**config.mk**
```make
export PLATFORM = sky130hd
export DESIGN_NAME = demux16_capture
export DESIGN_NICKNAME = d
export VERILOG_FILES = /design/src/rtl/demux16_capture_pkg.sv /design/src/rtl/demux16_decode.sv /design/src/rtl/demux16_capture.sv
export SDC_FILE = /design/constraint.sdc
export NUM_CORES = 1
export LEC_CHECK = 0
export ABC_AREA = 0
export CAP_MARGIN = 25
export CORE_ASPECT_RATIO = 0.8
export CORE_MARGIN = 2
export CORE_UTILIZATION = 55
export DETAILED_ROUTE_END_ITERATION = 6
export DONT_BUFFER_PORTS = 1
export PLACE_DENSITY = 0.81
export SLEW_MARGIN = 20
export SYNTH_ARGS = -nofsm -noshare
export SYNTH_HDL_FRONTEND = slang
export SYNTH_SLANG_ARGS = --single-unit
```
**constraint.sdc**
```tcl
create_clock -name clk -period 3.8 [get_ports clk]
set_clock_uncertainty 0.1 [all_clocks]
set_input_delay 0.95 -clock clk [delete_from_list [all_inputs] [get_ports clk]]
set_output_delay 0.95 -clock clk [all_outputs]
set_load 0.005 [all_outputs]
```
**src/rtl/demux16_capture_pkg.sv**
```systemverilog
// Shared types and constants for the 16-slot demux capture block.
package demux16_capture_pkg;

    typedef enum logic {
        COLLECT = 1'b0,
        PRESENT = 1'b1
    } state_t;

    localparam int SLOTS = 16;
    localparam int SEL_W = 4;
    localparam logic [SLOTS-1:0] FULL_MASK = 16'hFFFF;

endpackage

```
**src/rtl/demux16_decode.sv**
```systemverilog
// 4-to-16 one-hot decode of the slot address, gated by the active-low strobe.
// This is the inverse of the 16:1 selector feeding din.
module demux16_decode
    import demux16_capture_pkg::*;
(
    input  logic [SEL_W-1:0] sel,
    input  logic             en_n,
    output logic [SLOTS-1:0] onehot
);

    // One bit per slot, all zero when no strobe is present.
    always_comb begin
        onehot = '0;
        if (!en_n) begin
            onehot[sel] = 1'b1;
        end
    end

endmodule

```
**src/rtl/demux16_capture.sv**
```systemverilog
// Captures serial bits from a 16:1 mux output into a 16-bit word, slot by
// slot, and presents the word with a valid/ready handshake once every slot
// has been written or a flush is requested.
module demux16_capture
    import demux16_capture_pkg::*;
#(
    parameter bit INVERT = 1'b1
) (
    input  logic             clk,
    input  logic             rst_n,
    input  logic             din,
    input  logic [SEL_W-1:0] sel,
    input  logic             en_n,
    input  logic             flush,
    output logic             in_ready,
    output logic [SLOTS-1:0] out_data,
    output logic [SLOTS-1:0] out_mask,
    output logic             out_valid,
    input  logic             out_ready,
    output logic             dup_err
);

    state_t           state;
    logic [SLOTS-1:0] shadow;
    logic [SLOTS-1:0] mask;
    logic [SLOTS-1:0] strobe;
    logic [SLOTS-1:0] wr;
    logic [SLOTS-1:0] next_mask;
    logic             cap_bit;
    logic             dup_hit;
    logic             go_present;

    demux16_decode u_decode (
        .sel    (sel),
        .en_n   (en_n),
        .onehot (strobe)
    );

    // The mux drives its output inverted, so undo that when INVERT is set.
    assign cap_bit    = INVERT ? ~din : din;
    // Strobes only land while collecting; in PRESENT they are dropped.
    assign wr         = (state == COLLECT) ? strobe : '0;
    assign next_mask  = mask | wr;
    assign dup_hit    = |(wr & mask);
    // The mask after this edge decides the transition, so a strobe arriving
    // with flush (or the 16th strobe) is part of the presented word.
    assign go_present = (next_mask == FULL_MASK) || (flush && (next_mask != '0));

    assign out_mask = mask;
    assign out_data = shadow & mask;

    // Collect/present state machine with its registered handshake outputs.
    always_ff @(posedge clk) begin
        if (!rst_n) begin
            state     <= COLLECT;
            shadow    <= '0;
            mask      <= '0;
            dup_err   <= 1'b0;
            in_ready  <= 1'b1;
            out_valid <= 1'b0;
        end else begin
            case (state)
                COLLECT: begin
                    shadow <= (shadow & ~wr) | (wr & {SLOTS{cap_bit}});
                    mask   <= next_mask;
                    if (dup_hit) begin
                        dup_err <= 1'b1;
                    end
                    if (go_present) begin
                        state     <= PRESENT;
                        in_ready  <= 1'b0;
                        out_valid <= 1'b1;
                    end
                end
                PRESENT: begin
                    if (out_ready) begin
                        shadow    <= '0;
                        mask      <= '0;
                        state     <= COLLECT;
                        in_ready  <= 1'b1;
                        out_valid <= 1'b0;
                    end
                end
            endcase
        end
    end

endmodule

```
# After elaboration in Yosys (flattened, before gate mapping)

Cells that the tools add are included.

Bits in registers: 36
Input bits: 10
Logic and storage cells: 43

$lt $le $gt $ge: 2
Eq/ne operators: 3
Multiplexer cells: 16
Bitwise logic cells: 9
Reduce and logical (&&, ||, !) cells: 7

Operators by type and width:

| operator               | number |
|---|---|
| $and A16 B16 Y16       | 4 |
| $pmux W16 S2           | 2 |
| $mux W16               | 3 |
| $or A16 B16 Y16        | 2 |
| $eq A16 B16 Y1 const B | 1 |
| $not A16 Y16           | 1 |
| $reduce_bool A16 Y1    | 1 |
| $reduce_or A16 Y1      | 1 |
| $mux W1                | 7 |
| $pmux W1 S2            | 3 |
| $lt A4 B5 Y1 const B   | 1 |
| $demux W1 S4           | 1 |
| $ge A4 B1 Y1 const B   | 1 |
| $ne A2 B2 Y1 const B   | 2 |
| $reduce_and A2 Y1      | 2 |
| $logic_and A1 B1 Y1    | 2 |
| $not A1 Y1             | 2 |
| $logic_or A1 B1 Y1     | 1 |

# Longest topological paths before layout

Gate-level depths: netlist of the first run.

Depth in word-level cells: 12
Mapped depth: 8
Mapped depth without buffers: 6

# Modules after synthesis

From an unflattened synthesis of the first run, not the netlist that was laid out.

Cells, all modules: 210
Area total of the unflattened synthesis: 1,796.7 sq um

By module, submodules not included:

| module          | instances | cells each | area each (sq um) |
|---|---|---|---|
| demux16_capture | 1         | 182        | 1,567.8 |
| demux16_decode  | 1         | 28         | 229.0 |

# Least setup slack after synthesis of the first run

No wires, ideal clock.

Path type: input to register
Start point: in sel[0]
End point: reg in_ready
Data arrival time: 2,449 ps
Data required time: 3,586 ps
Slack: 1,137 ps
Stages: 7
Path buffers: 1
Path through: or4_1 buf_2 nor3_1 a21oi_1 a2111oi_4 a41oi_2 a21o_1

Cells in the longest elaborated chain, start to end: 12
Elaborated cells on any way between the ends: 14

RTL lines:

| element                                                                   | line                  | RTL |
|---|---|---|
| start: declaration                                                        | demux16_capture.sv:12 | `input logic [SEL_W-1:0] sel,` |
| $lt A4 B5 Y1 (implied by the code) / $ge A4 B1 Y1 (equally long branches) | demux16_decode.sv:15  | `onehot[sel] = 1'b1;` |
| $logic_and A1 B1 Y1 (implied by the code)                                 | demux16_decode.sv:15  |  |
| $mux W1 (implied by the code)                                             | demux16_decode.sv:15  |  |
| $demux W1 S4 *                                                            | --                    |  |
| $mux W16 *                                                                | demux16_decode.sv:14  | `if (!en_n) begin` |
| $mux W16 *                                                                | demux16_capture.sv:42 | `assign wr = (state == COLLECT) ? strobe : '0;` |
| $or A16 B16 Y16 *                                                         | demux16_capture.sv:43 | `assign next_mask = mask \| wr;` |
| $reduce_bool A16 Y1                                                       | demux16_capture.sv:47 | `assign go_present = (next_mask == FULL_MASK) \|\| (flush && (next_mask != '0));` |
| $logic_and A1 B1 Y1                                                       | demux16_capture.sv:47 |  |
| $logic_or A1 B1 Y1 *                                                      | demux16_capture.sv:47 |  |
| $ne A2 B2 Y1 (no source line) *                                           | --                    |  |
| $reduce_and A2 Y1 (no source line) *                                      | --                    |  |
| end signal: assignment                                                    | demux16_capture.sv:59 | `in_ready <= 1'b1;` |
| end signal: assignment                                                    | demux16_capture.sv:71 | `in_ready <= 1'b0;` |
| end signal: assignment                                                    | demux16_capture.sv:80 | `in_ready <= 1'b1;` |
| end: declaration                                                          | demux16_capture.sv:15 | `output logic in_ready,` |

Every way passes the cells marked *; elsewhere a longest branch is shown, timed or not.
A chain may end at the register's enable or synchronous reset.

# Worst setup path after layout of the first run

Ends and elaborated chain as after synthesis.

==> run metrics, run 1 <==
Port Buffers=0; WP depth=6; Die Y=~57 µm; met2 Usage GRT=36.7%; Gates resized, CTS repair=0; Syn Area/Cell=7.66 µm²; GRT Max-Usage Layer=met2; total die area=roughly 0.004 mm²; R2R depth=6; Tightest Pin Transition=0.645 ns; routing usage on met3=under 10%; min-delay worst type=reg -> reg; drc violations=0; crit end category=flop; total power per unit cell area=392 mW/mm²; Final Max Tran Viols=0; drt wl/cell=around 17 µm; Final Cycle Share=67.6%; Post-Syn Area=0.00190 mm²; startpoint types=input pin; post-CTS repair timing setup buffer count=0; Place WS=0.962 ns; sequential share of the synthesized area=37.9%; worst hold slack=0.396 ns; Ports=45; status=completed; critical-path cell list=or4_1 -> o21ai_1 -> a21oi_1 -> a2111oi_4 -> a41oi_2 -> a21o_1; Arrival @ worst endpoint=2.66 ns; TritonCTS buffer count=5; Clock Latency Late Sink=0.30 ns; # fillers=between 200 and 300; CP peak stage delay=around 0.65 ns; CTS clk-pin slew, worst paths=0.07 ns; initial antenna violation count=0; Final TNS setup=0 ns; Root Driver=clkbuf_8; yosys warns=0; routed vias=between 1500 and 2000; Worst path slowest cell=or4_1; reg-to-reg critical path endpoint=in_ready; Design Power=784 µW; core box area=0.00338 mm²; post-layout min period=2.57 ns; syn_nets=approximately 260; RSZ-0062 raised after global routing=false; clock tree buffer depth=2; Rows=19; critical path class=in -> reg; Final Hold Fails=0; EDFF count, synth=0; synth unique cells=38; vias per cell=6.16; worst rel slew slack=56.9%; CTS tree=built; FF-to-FF Start=state; Total Wirelength=approximately 4.8 mm; drt initial violations=186; DIE WIDTH=69.7 µm; GRT overflow=0; DP Wirelength=about 3.4 mm; Post-synth top flop=dfxtp_1; worst setup path endpoint=in_ready; vias in the first global route=1583; fin nets=around 250; Ant. Diodes=0; first-pass GRT wire length=roughly 7.8 mm; Sink Count=36; cell count after synthesis=248; most frequent cells in the layout=nor2_1 (45), dfxtp_1 (36), nand2_1 (27), and2_1 (26), o21ai_0 (21); maximum VDD drop=300 µV; area growth from synthesis to layout=5.40%; layout cells sized above 1=under 10%; Final WS setup=1.23 ns; worst endpoint required time=3.89 ns; Final GP Congestion=0.911; First-pass DRT Iterations=4; reg-to-reg slack, setup=1.39 ns; flops & latches, synth=36; maximum clock rate=389 MHz; CP startpoint=sel[0]; most common cell after layout, fill and taps aside=nor2_1; maxcap violations=0; FFs w/ async S/R, synth=0%; Starting Density=56.3%; H-tree lvl count=2; global-route met1 utilization=34.7%; pin count of the biggest net entering global routing=27; Hold Buf Count CTS=0; Routed Antenna Nets=0; Pleak=0.000640 µW; # setup viols final=0; gr usage total=roughly 26%; Crit Path Max Fanout=7; CP bufs+invs=0; Top delay family on crit path=compound AO/OA/AOI/OAI gates
[synth_stat cells (all sizes together) (3+ instances only)]
cell type | number | share of area [%]
clkbuf | 7 | 1.4
buf | 5 | 1.4
or4b | 3 | 2.0
inv | 4 | 0.79
a21oi | 7 | 1.8
nand2b | 4 | 1.3
and2 | 26 | 8.6
a41oi | 3 | 1.8
nor2 | 46 | 9.2
o22ai | 10 | 3.3
nand2 | 27 | 5.3
a22oi | 12 | 4.7
dfxtp | 36 | 38
nor3 | 6 | 2.4
nor4 | 3 | 0.99
o21ai | 22 | 5.8
nand4 | 4 | 1.3
nor2b | 11 | 3.6
[registers in the layout, indices dropped and copies added (netlist names)]
name / cells
dup_err: 1
in_ready: 1
out_mask: 16
out_valid: 1
shadow: 16
state: 1
[logic make-up (layout without fill, tap and decap cells)]
group	count (synthesis)	count (layout)	share of synthesized area (%)
and+or+nand+nor	134	134	36.5
buffers and inverters	16	12	3.62
DFF	36	36	37.9
AOI/OAI and AO/OA	62	62	21.9
[worst min-delay path: cells and delay by family (launching register included)]
family | cells | cell delay (ns)
DFF | 1 | 0.34
AOI/OAI and AO/OA | 1 | 0.05
and+or+nand+nor | 1 | 0.06
[metal layers]
metal	vias to the layer above	part of all wire [%]
met1	785	45
li1	862	-
met2	101	42
met3	13	11
met5	-	0
met4	0	2.3
[how the worst min path moves through the flow]
| stage | end | startpoint | depth (start not counted) |
|---|---|---|---|
| global placement | out_valid | out_valid | 2 |
| detailed placement | out_valid | out_valid | 2 |
| global route | out_valid | out_valid | 2 |
| finish | out_valid | out_valid | 2 |
| floorplan | out_valid | out_valid | 2 |
| CTS | out_valid | out_valid | 2 |
[layout make-up]
type	count	area, µm²	share of cell area, %
multi-input combinational	196	1110	55.4
sequential	36	721	36.0
inverter	4	15.0	0.750
clock buffer	7	96.3	4.81
tap	42	52.6	2.63
timing repair buffer	1	7.51	0.375
[per-stage QoR]
stage | std cells | utilization [%] | cell area (µm²)
after floorplan | 248 | - | 1900
after global placement | 279 | 56.4 | 1910
after detailed placement | 279 | 56.4 | 1910
after CTS | 286 | 59.3 | 2000
after global routing | 286 | 59.3 | 2000
final | 286 | 59.3 | 2000
[report_power, final]
group / switching, µW / leakage, µW / internal, µW
sequential: 16.6 / 0.000291 / 389
clock: 135 / 0.0000503 / 161
combinational: 49.7 / 0.000298 / 32.3
Note: power is estimated with default switching activity, not from simulation.
==> run 2: changes to the inputs <==
--- a/config.mk
+++ b/config.mk
@@ -12,7 +12,7 @@
 export CORE_UTILIZATION = 55
 export DETAILED_ROUTE_END_ITERATION = 6
 export DONT_BUFFER_PORTS = 1
-export PLACE_DENSITY = 0.81
+export PLACE_DENSITY = 0.84
 export SLEW_MARGIN = 20
 export SYNTH_ARGS = -nofsm -noshare
 export SYNTH_HDL_FRONTEND = slang
==> constraint.sdc (replaced) <==
create_clock -name clk -period 2.3 [get_ports clk]
set_clock_uncertainty 0.1 [all_clocks]
set_input_delay 0.575 -clock clk [delete_from_list [all_inputs] [get_ports clk]]
set_output_delay 0.575 -clock clk [all_outputs]
set_load 0.005 [all_outputs]
==> run 2 against run 1 <==
Compared with the run above: die area stayed put; core utilization is 4.1 points higher; first-iteration DRC count down 8.6%; sequential share of layout area down 2.3 points; worst setup slack got worse by 1.1 ns; cell area increased by 6.9%; global-route usage increased by 2.3 points; sequential power grew 64%; clock power increased by 58%; non-clock buffer count increased by 18; total power rose by 65%; largest cell class unchanged; highest routed layer unchanged.
==> run metrics, run 2 (synthesized netlist as in run 1, its figures left out) <==
status=completed; worst endpoint required time=2.39 ns (-1.50 ns); Total Wirelength=5.27 mm (+10%); CTS tree=built; maximum VDD drop=521 µV (+74%); clock tree buffer depth=2 (unchanged); core box area=0.00338 mm² (unchanged); CP bufs+invs=0 (unchanged); Rows=19 (unchanged); Ant. Diodes=0 (unchanged); placed cells=297 (+6.5%); Die Y=56.6 µm (unchanged); min-delay worst type=in -> reg; CTS clk-pin slew, worst paths=0.07 ns (about the same); drc violations=0 (unchanged); drt wl/cell=17.3 µm (+3.2%); DIE WIDTH=69.7 µm (unchanged); Tightest Pin Transition=0.434 ns (-0.211 ns); maxcap violations=0 (unchanged); RSZ-0062 raised after global routing=false; Ports=45 (unchanged); post-CTS repair timing setup buffer count=0 (unchanged); Final Max Tran Viols=0 (unchanged); worst rel slew slack=71.0% (+14 points); gr usage total=27.9% (+2.3 points); # setup viols final=0 (unchanged); worst hold slack=0.298 ns (-0.0976 ns); drt initial violations=170 (-8.6%); first-pass GRT wire length=8.45 mm (+9.0%); Worst path slowest cell=or4b_4; initial antenna violation count=0 (unchanged); Crit Path Max Fanout=7 (unchanged); vias per cell=6.08 (-1.2%); Final Cycle Share=95.0%; total power per unit cell area=604 mW/mm² (+54%); Arrival @ worst endpoint=2.28 ns (-0.38 ns); Final GP Congestion=0.978 (+7.3%); Final Hold Fails=0 (unchanged); Top delay family on crit path=compound AO/OA/AOI/OAI gates; Final TNS setup=0 ns (unchanged); First-pass DRT Iterations=4 (unchanged); Pleak=0.000730 µW (+14%); area growth from synthesis to layout=12.7%; Clock Latency Late Sink=0.29 ns (about the same); CP peak stage delay=0.62 ns (-0.03 ns); crit end category=flop; Root Driver=clkbuf_8; most common cell after layout, fill and taps aside=nor2_1; critical path class=reg -> reg; maximum clock rate=458 MHz; fin util=63.4% (+4.1 points); Starting Density=56.3% (unchanged); routed vias=1855 (+5.3%); pin count of the biggest net entering global routing=32 (+19%); Final WS setup=0.115 ns (-1.12 ns); layout cells sized above 1=12.9% (+6.8 points); Sink Count=36 (unchanged); Port Buffers=0 (unchanged); Place WS=-0.0774 ns (-1.04 ns); total die area=0.00394 mm² (unchanged); Routed Antenna Nets=0 (unchanged); H-tree lvl count=2 (unchanged); startpoint types=flop; most frequent cells in the layout=nor2_1 (45), dfxtp_1 (36), nand2_1 (27), and2_1 (26), o21ai_0 (21); Hold Buf Count CTS=0 (unchanged); DP Wirelength=3.80 mm (+12%); fin nets=272 (+7.1%); Cell Count, Final, Fillers Out=305 (+6.6%); TritonCTS buffer count=5 (unchanged); critical-path cell list=or4b_4 -> nor2_2 -> a21oi_1 -> a2111oi_4 -> a41oi_2 -> a21o_1; vias in the first global route=1755 (+11%); post-layout min period=2.19 ns; GRT overflow=0 (unchanged)
run 2: worst paths after layout:
path | start | to | slack [ns] | cells past startpoint
max | state | in_ready | 0.11 | 6
min | rst_n | shadow[8] | 0.30 | 1
max reg2reg | state | in_ready | 0.11 | 6
min reg2reg | out_valid | out_valid | 0.39 | 2
run 2: power by group:
group / internal (µW) / leakage (µW) / total [µW] / switching, µW
Clock: 244 / 0.0000455 / 469 / 225
Combinational: 64.7 / 0.000393 / 158 / 93.1
Sequential: 643 / 0.000291 / 667 / 23.8
Total: 952 / 0.000730 / 1290 / 342
run 2: area by class of cell:
class	count	area (µm²)
multi-input cells	196	1120
clock buffers	8	90.1
well taps	42	52.6
inverters	4	15.0
repair buffers	19	143
fillers	322	1230
flip-flops and latches	36	721
run 2: timing repair:
item                                    CTS  global route
endpoints found under the hold margin     0             0
endpoints found under the setup margin    0             1
gates resized for setup                   0             2
run 2: worst reg2reg max path: cells and delay by family, from the launching register on:
family / cells / cell delay, ns
DFF: 1 / 0.39
and+or+nand+nor: 2 / 0.75
AOI/OAI and AO/OA: 4 / 0.85
run 2: through the flow:
stage	cell area (µm²)	power, µW
6_report	2140	1290
4_1_cts	2130	1300
3_3_place_gp	2040	828
2_1_floorplan	1900	802
5_1_grt	2140	1340
3_5_place_dp	2040	833
run 2: routing by layer:
layer  global-route usage [%]  part of all wire (%)  vias up
met3                     12.0                    10        6
met2                     42.6                    45       83
met1                     35.8                    44      869
met5                        0                     0        -
li1                         -                     -      897
met4                     9.07                   1.0        0
